==> src/rtl/adc_spi_xfer.sv <==
`default_nettype none
// ============================================================================
// adc_spi_xfer : SPI engine running one X then one Y conversion on an
// XPT2046/ADS7843-style touch ADC. Optional macro ADC_AVG_EN averages two
// conversions per axis.                                   Revision 1.0
// ============================================================================
module adc_spi_xfer #(
   parameter int unsigned DIV   = 25,
   parameter int unsigned GUARD = 4,
   parameter logic [7:0]  CMD_X = 8'hD0,
   parameter logic [7:0]  CMD_Y = 8'h90
) (
   input  logic        CLK,
   input  logic        RST,
   input  logic        Ena_trans,
   input  logic        Fin_trans,
   input  logic        ADC_DOUT,
   output logic        ADC_CS_n,
   output logic        ADC_DCLK,
   output logic        ADC_DIN,
   output logic [11:0] X_data,
   output logic [11:0] Y_data,
   output logic        X_valid,
   output logic        Y_valid
);
   typedef enum logic [2:0] {
      IDLE    = 3'd0,
      SETUP   = 3'd1,
      FRAME_X = 3'd2,
      FRAME_Y = 3'd3,
      RECOVER = 3'd4
   } state_t;

   localparam logic [7:0] DIV_LAST   = 8'(DIV - 1);
   localparam logic [3:0] GUARD_LAST = 4'(GUARD - 1);
   localparam logic [4:0] BIT_LAST   = 5'd23;

   state_t      state_q, state_d;
   logic        ena_q;
   logic [7:0]  div_q, div_d;
   logic [4:0]  bit_q, bit_d;
   logic [3:0]  guard_q, guard_d;
   logic [11:0] shift_q, shift_d;
   logic        cs_n_q, cs_n_d;
   logic        dclk_q, dclk_d;
   logic        din_q, din_d;
   logic [11:0] x_data_q, x_data_d;
   logic [11:0] y_data_q, y_data_d;
   logic        x_valid_q, x_valid_d;
   logic        y_valid_q, y_valid_d;
   logic [11:0] result;
   logic [7:0]  cmd_d;
   logic        in_frame_d;

`ifdef ADC_AVG_EN
   logic        pass_q, pass_d;
   logic [11:0] first_q, first_d;
   logic [12:0] avg_sum;
   assign avg_sum = {1'b0, first_q} + {1'b0, shift_q};
   assign result  = 12'(avg_sum >> 1);
`else
   assign result  = shift_q;
`endif

   always_comb begin
      state_d   = state_q;
      div_d     = div_q;
      bit_d     = bit_q;
      guard_d   = guard_q;
      shift_d   = shift_q;
      dclk_d    = 1'b0;
      x_data_d  = x_data_q;
      y_data_d  = y_data_q;
      x_valid_d = x_valid_q;
      y_valid_d = y_valid_q;
`ifdef ADC_AVG_EN
      pass_d    = pass_q;
      first_d   = first_q;
`endif
      if (Fin_trans) begin
         x_valid_d = 1'b0;
         y_valid_d = 1'b0;
      end

      case (state_q)
         IDLE: begin
            if (Ena_trans && !ena_q) begin
               state_d   = SETUP;
               guard_d   = GUARD_LAST;
               x_valid_d = 1'b0;
               y_valid_d = 1'b0;
            end
         end
         SETUP: begin
            if (!Ena_trans) begin
               state_d = RECOVER;
               guard_d = GUARD_LAST;
            end else if (guard_q == 4'd0) begin
               state_d = FRAME_X;
               div_d   = '0;
               bit_d   = '0;
`ifdef ADC_AVG_EN
               pass_d  = 1'b0;
`endif
            end else begin
               guard_d = guard_q - 4'd1;
            end
         end
         FRAME_X, FRAME_Y: begin
            if (!Ena_trans) begin
               state_d = RECOVER;
               guard_d = GUARD_LAST;
            end else begin
               // First high cycle of DCLK is the sampling point.
               if (dclk_q && div_q == 8'd0 && bit_q >= 5'd9 && bit_q <= 5'd20)
                  shift_d = {shift_q[10:0], ADC_DOUT};
               if (div_q != DIV_LAST) begin
                  div_d  = div_q + 8'd1;
                  dclk_d = dclk_q;
               end else begin
                  div_d  = '0;
                  dclk_d = !dclk_q;
                  if (dclk_q && bit_q != BIT_LAST) begin
                     bit_d = bit_q + 5'd1;
                  end else if (dclk_q) begin
                     bit_d  = '0;
                     dclk_d = 1'b0;
`ifdef ADC_AVG_EN
                     if (!pass_q) begin
                        pass_d  = 1'b1;
                        first_d = shift_q;
                     end else
`endif
                     if (state_q == FRAME_X) begin
                        x_data_d  = result;
                        x_valid_d = 1'b1;
                        state_d   = FRAME_Y;
`ifdef ADC_AVG_EN
                        pass_d    = 1'b0;
`endif
                     end else begin
                        y_data_d  = result;
                        y_valid_d = 1'b1;
                        state_d   = RECOVER;
                        guard_d   = GUARD_LAST;
                     end
                  end
               end
            end
         end
         RECOVER: begin
            if (guard_q == 4'd0) state_d = IDLE;
            else                 guard_d = guard_q - 4'd1;
         end
         default: state_d = IDLE;
      endcase

      // Pin outputs are registered copies of the next-state decode.
      in_frame_d = (state_d == FRAME_X) || (state_d == FRAME_Y);
      cs_n_d     = !(in_frame_d || state_d == SETUP);
      cmd_d      = (state_d == FRAME_Y) ? CMD_Y : CMD_X;
      din_d      = in_frame_d && (bit_d < 5'd8) && cmd_d[3'd7 - bit_d[2:0]];
      if (!in_frame_d) dclk_d = 1'b0;
   end

   always_ff @(posedge CLK) begin
      if (RST) begin
         state_q   <= IDLE;
         ena_q     <= 1'b0;
         div_q     <= '0;
         bit_q     <= '0;
         guard_q   <= '0;
         shift_q   <= '0;
         cs_n_q    <= 1'b1;
         dclk_q    <= 1'b0;
         din_q     <= 1'b0;
         x_data_q  <= '0;
         y_data_q  <= '0;
         x_valid_q <= 1'b0;
         y_valid_q <= 1'b0;
`ifdef ADC_AVG_EN
         pass_q    <= 1'b0;
         first_q   <= '0;
`endif
      end else begin
         state_q   <= state_d;
         ena_q     <= Ena_trans;
         div_q     <= div_d;
         bit_q     <= bit_d;
         guard_q   <= guard_d;
         shift_q   <= shift_d;
         cs_n_q    <= cs_n_d;
         dclk_q    <= dclk_d;
         din_q     <= din_d;
         x_data_q  <= x_data_d;
         y_data_q  <= y_data_d;
         x_valid_q <= x_valid_d;
         y_valid_q <= y_valid_d;
`ifdef ADC_AVG_EN
         pass_q    <= pass_d;
         first_q   <= first_d;
`endif
      end
   end

   assign ADC_CS_n = cs_n_q;
   assign ADC_DCLK = dclk_q;
   assign ADC_DIN  = din_q;
   assign X_data   = x_data_q;
   assign Y_data   = y_data_q;
   assign X_valid  = x_valid_q;
   assign Y_valid  = y_valid_q;
endmodule
`default_nettype wire

==> config.mk <==
export PLATFORM = sky130hd
export DESIGN_NAME = adc_spi_xfer
export DESIGN_NICKNAME = d
export VERILOG_FILES = /design/src/rtl/adc_spi_xfer.sv
export SDC_FILE = /design/constraint.sdc
export NUM_CORES = 1
export LEC_CHECK = 0
export ABC_AREA = 1
export BUFFER_PORTS_ARGS = -buffer_cell sky130_fd_sc_hd__buf_2
export CORE_MARGIN = 5
export CORE_UTILIZATION = 40
export CTS_CLUSTER_SIZE = 40
export DETAILED_ROUTE_END_ITERATION = 12
export PLACE_DENSITY = 0.6
export RECOVER_POWER = 100
export REMOVE_ABC_BUFFERS = 1
export SLEW_MARGIN = 25
export SYNTH_ARGS = -nofsm -noshare
export SYNTH_HDL_FRONTEND = slang
export SYNTH_SLANG_ARGS = --single-unit
==> constraint.sdc <==
create_clock -name CLK -period 3 [get_ports CLK]
set_input_delay 0 -clock CLK [delete_from_list [all_inputs] [get_ports CLK]]
set_output_delay 0 -clock CLK [all_outputs]
set_load 0.05 [all_outputs]
==> reports/qor.log <==
[run_status] outcome completed
[cts] CTS hold repair buffers 2
[setup_path] biggest fanout along the worst timing path 25
[setup_path] reg-to-reg startpoint div_q[0]
[cts] clock latency on the worst-skew pair 0.34 ns
[job] number of max-capacitance violations reported 0
[timing] setup total negative slack 0 ns
[cts] Num Clock Sinks 62
[yosys] number of distinct library cells after synthesis 34
[floorplan] area inside the core boundary 6830 µm²
[timing] total count of hold-check failures in the final report 0
[timing] hold slack 0.00110 ns
[yosys] yosys warns 0
[drt] average wire length per cell after detail routing 12.2 µm
[yosys] cell area after synthesis 2830 µm²
[layout] share of the core filled with cells 46.8%
[timing] worst slew pin tran 0.774 ns
[yosys] largest family of logic cells by synthesized area simple AND/OR/NAND/NOR gates
[setup_path] category of the worst setup path capture point flip-flop
[layout] final non-filler cell total 507
[timing] count of pins over their slew limit 0
[setup_path] Worst Path Arrival 2.75 ns
[yosys] post-synthesis sequential element count 62
[hold_path] cell count of the worst hold path 2
[timing] post-layout minimum cycle time 2.48 ns
[drt] First DRT Iteration DRCs 125
[grt] Total Routing Usage GR 15.2%
[drt] total DRC errors in the routed layout 0
[timing] portion of the clock cycle consumed by the worst path in the final layout 82.5%
[timing] Max Clock Skew 0.00636 ns
[setup_path] reg-to-reg critical path endpoint X_data[4]
[grt] global-route congestion overflow total 0
[placement] port buffer count 33
[placement] placed instance count 489
[timing] relative max-transition margin 47.9%
[grt] via count of the first global-routing pass 2,306
[timing] RSZ-0062 raised after global routing no
[setup_path] Worst EP required 3.28 ns
[layout] net count reported at finish 417
[setup_path] length in cells of the worst reg-to-reg path 11
[yosys] Compound-Gate Fraction of Synth Area 21.5%
[drt] remaining number of nets flagged by the antenna check after routing 0
[hold_path] capture endpoint of the worst hold path bit_q[2]
[hold_path] classification of the worst-slack hold path in -> reg
[timing] maximum clock frequency 0.404 GHz
[grt] wire length of the first global-routing pass 10.6 mm
[pwr] Leak Pwr 1.26 nW
[floorplan] initial cell density of the core 41.4%
[yosys] Post-Synth Simple-Gate Area 22.1%
[floorplan] number of rows in the core area 30
[layout] area of the multi-input gates 1270 µm²
[floorplan] Top Ports 34
[cts] number of buffers added by the clock tree synthesis step 9
[drt] via count 2,493
[cts] post-CTS clock slew at the launch and capture registers of the worst setup and hold paths 0.07 ns
[drt] DR vias/cell 4.92
[cts] buffer count from post-CTS setup fixing 0
[placement] final weighted congestion in routability-driven placement 0.890
[floorplan] vertical die dimension 94.1 µm
[yosys] dominant register cell in the synthesized netlist dfxtp_1
[grt] pin count of the biggest net entering global routing 40
[cts] H-tree depth 3
[drt] router iterations before antenna repair 5
[grt] initial antenna violation count 0
[yosys] gate count after technology mapping 372
[yosys] number of synthesized flops with an enable pin 0
[setup_path] startpoint-to-endpoint class of the critical path reg -> reg
[floorplan] Die Outline Area 8860 µm²
[layout] Storage cell area 1240 µm²
[yosys] Synth Area in XOR/XNOR 0.309%
[yosys] share of synthesized cell area in full adder, half adder and majority cells 2.65%
[setup_path] slack of the worst reg-to-reg path 0.52 ns
[yosys] share of synthesized area spent on multiplexers 0%
[pwr] power density over cell area 541 nW/µm²
[yosys] mean instance size in the synthesized netlist 7.61 µm²
[timing] # setup viols final 0
[pwr] largest vdd supply drop 289 µV
[setup_path] Critical Path Start Type flip-flop
[cts] TritonCTS clock tree yes
[hold_path] startpoint of the lowest-slack hold path RST
[yosys] fraction of synthesis flops using an asynchronous set or reset pin 0%
[cts] post-cts gate resize count 0
[layout] antenna diode count 0
[cts] clock root cell clkbuf_8
[floorplan] horizontal die dimension 94.1 µm
[layout] share of post-route cells with drive strength above 1 10.2%
[drt] overall routed net length 6.18 mm
[cts] Longest Clk Path Bufs 2
[layout] Layout area overhead 12.9%
[yosys] share of synthesized area occupied by flip-flops and latches 43.9%
[layout] number of filler cells placed in the layout 737
[placement] final HPWL from detailed placement 4.47 mm
[through the flow]
| step | setup WS, ns | total power [mW] | cell area (µm²) |
|---|---|---|---|
| 2_1_floorplan | 0.935 | 0.958 | 2760 |
| 3_3_place_gp | 0.877 | 0.994 | 3060 |
| 3_5_place_dp | 0.778 | 0.995 | 3060 |
| 4_1_cts | 0.764 | 1.76 | 3280 |
| 5_1_grt | 0.241 | 1.81 | 3200 |
| 6_report | 0.525 | 1.73 | 3200 |
[Yosys cell counts, types with 2 or more instances]
library cell | count | area share, %
dfxtp_1 | 62 | 44
inv_1 | 47 | 6.2
nand2_1 | 46 | 6.1
a21oi_1 | 44 | 7.8
o21ai_0 | 43 | 7.6
nor2_1 | 27 | 3.6
nand3_1 | 16 | 2.8
o21ai_1 | 11 | 1.9
nand4_1 | 8 | 1.8
nor3_1 | 8 | 1.4
a21oi_2 | 7 | 2.2
buf_2 | 6 | 1.1
ha_1 | 6 | 2.7
inv_2 | 6 | 0.80
clkbuf_1 | 5 | 0.66
nand2_2 | 5 | 1.1
nor3b_1 | 4 | 1.1
a211oi_1 | 2 | 0.53
nor2_4 | 2 | 0.80
nor2_8 | 2 | 1.4
nor4_1 | 2 | 0.44
[cells in the final DEF (no fill, tap or decap)]
master,n
dfxtp_1,62
inv_1,48
nor3_1,9
o22ai_1,1
buf_4,1
nor2_1,29
o21ai_0,53
xor2_1,1
a31oi_1,1
o31ai_1,1
nor3b_1,4
nand2_2,4
inv_6,4
ha_1,6
a211oi_1,2
inv_2,5
clkinvlp_4,1
a21oi_2,7
clkinv_2,1
buf_2,3
nor2_2,1
nor2_8,1
nor2_4,1
dlygate4sd3_1,2
o32ai_1,1
clkbuf_2,1
a21oi_1,44
nand3_1,16
a211oi_2,1
nand4_1,8
clkbuf_1,30
nor4_2,1
nor4_1,2
nand2_1,48
clkbuf_8,9
bufinv_16,1
o21ai_1,1
[cell families (layout without fill, tap and decap cells)]
kind of cell             Yosys count  after routing
buffers and inverters             67            106
XOR/XNOR                           1              1
flip-flops                        62             62
AND/OR/NAND/NOR                  124            124
adder cells (fa/ha/maj)            6              6
AO/OA/AOI/OAI                    112            112
[metal layers]
layer	share of wire (%)	track usage (%)	up-vias
met3	5.4	5.29	9
met4	1.4	5.42	0
met2	43	22.7	52
met1	50	20.2	1122
met5	0	0	-
li1	-	-	1310
[registers in the layout, summed over array words and instances (netlist names), 3 cells and up]
register and count:
state_q 3, guard_q 4, Y_data 12, bit_q 5, result 12, div_q 8
X_data 12
[where the power goes]
part | total [mW] | switching (mW) | internal [mW]
combinational | 0.131 | 0.0917 | 0.0395
sequential | 0.842 | 0.00743 | 0.835
clock | 0.755 | 0.362 | 0.393
[area by class of cell]
cell class                      instances  area share, %
Timing Repair Buffer                   37           5.01
Multi-Input combinational cell        243           39.9
Tap cell                               96           3.76
Sequential cell                        62           38.8
Clock buffer                            9           3.88
Inverter                               53           6.23
Clock inverter                          7           2.43
[worst max path at each step]
| stage | startpoint | end | slack (ns) |
|---|---|---|---|
| finish | div_q[0] | X_data[4] | 0.52 |
| global route | div_q[0] | X_data[3] | 0.24 |
| CTS | div_q[0] | result[7] | 0.76 |
| detailed placement | div_q[0] | result[3] | 0.78 |
| global placement | div_q[0] | result[0] | 0.88 |
| floorplan | ADC_DCLK | X_data[0] | 0.93 |
[worst max-delay path, cell delays in order (launching register included)]
cell and delay (ns):
dfxtp_1 0.35, inv_1 0.07, ha_1 0.18, nand2_1 0.06, nor2_1 0.18, nand2_1 0.18
nor2_1 0.34, nand2_2 0.10, nor3_1 0.15, clkbuf_2 0.48, o21ai_0 0.18, a21oi_2 0.13
Power figures use the tool's default switching activity.
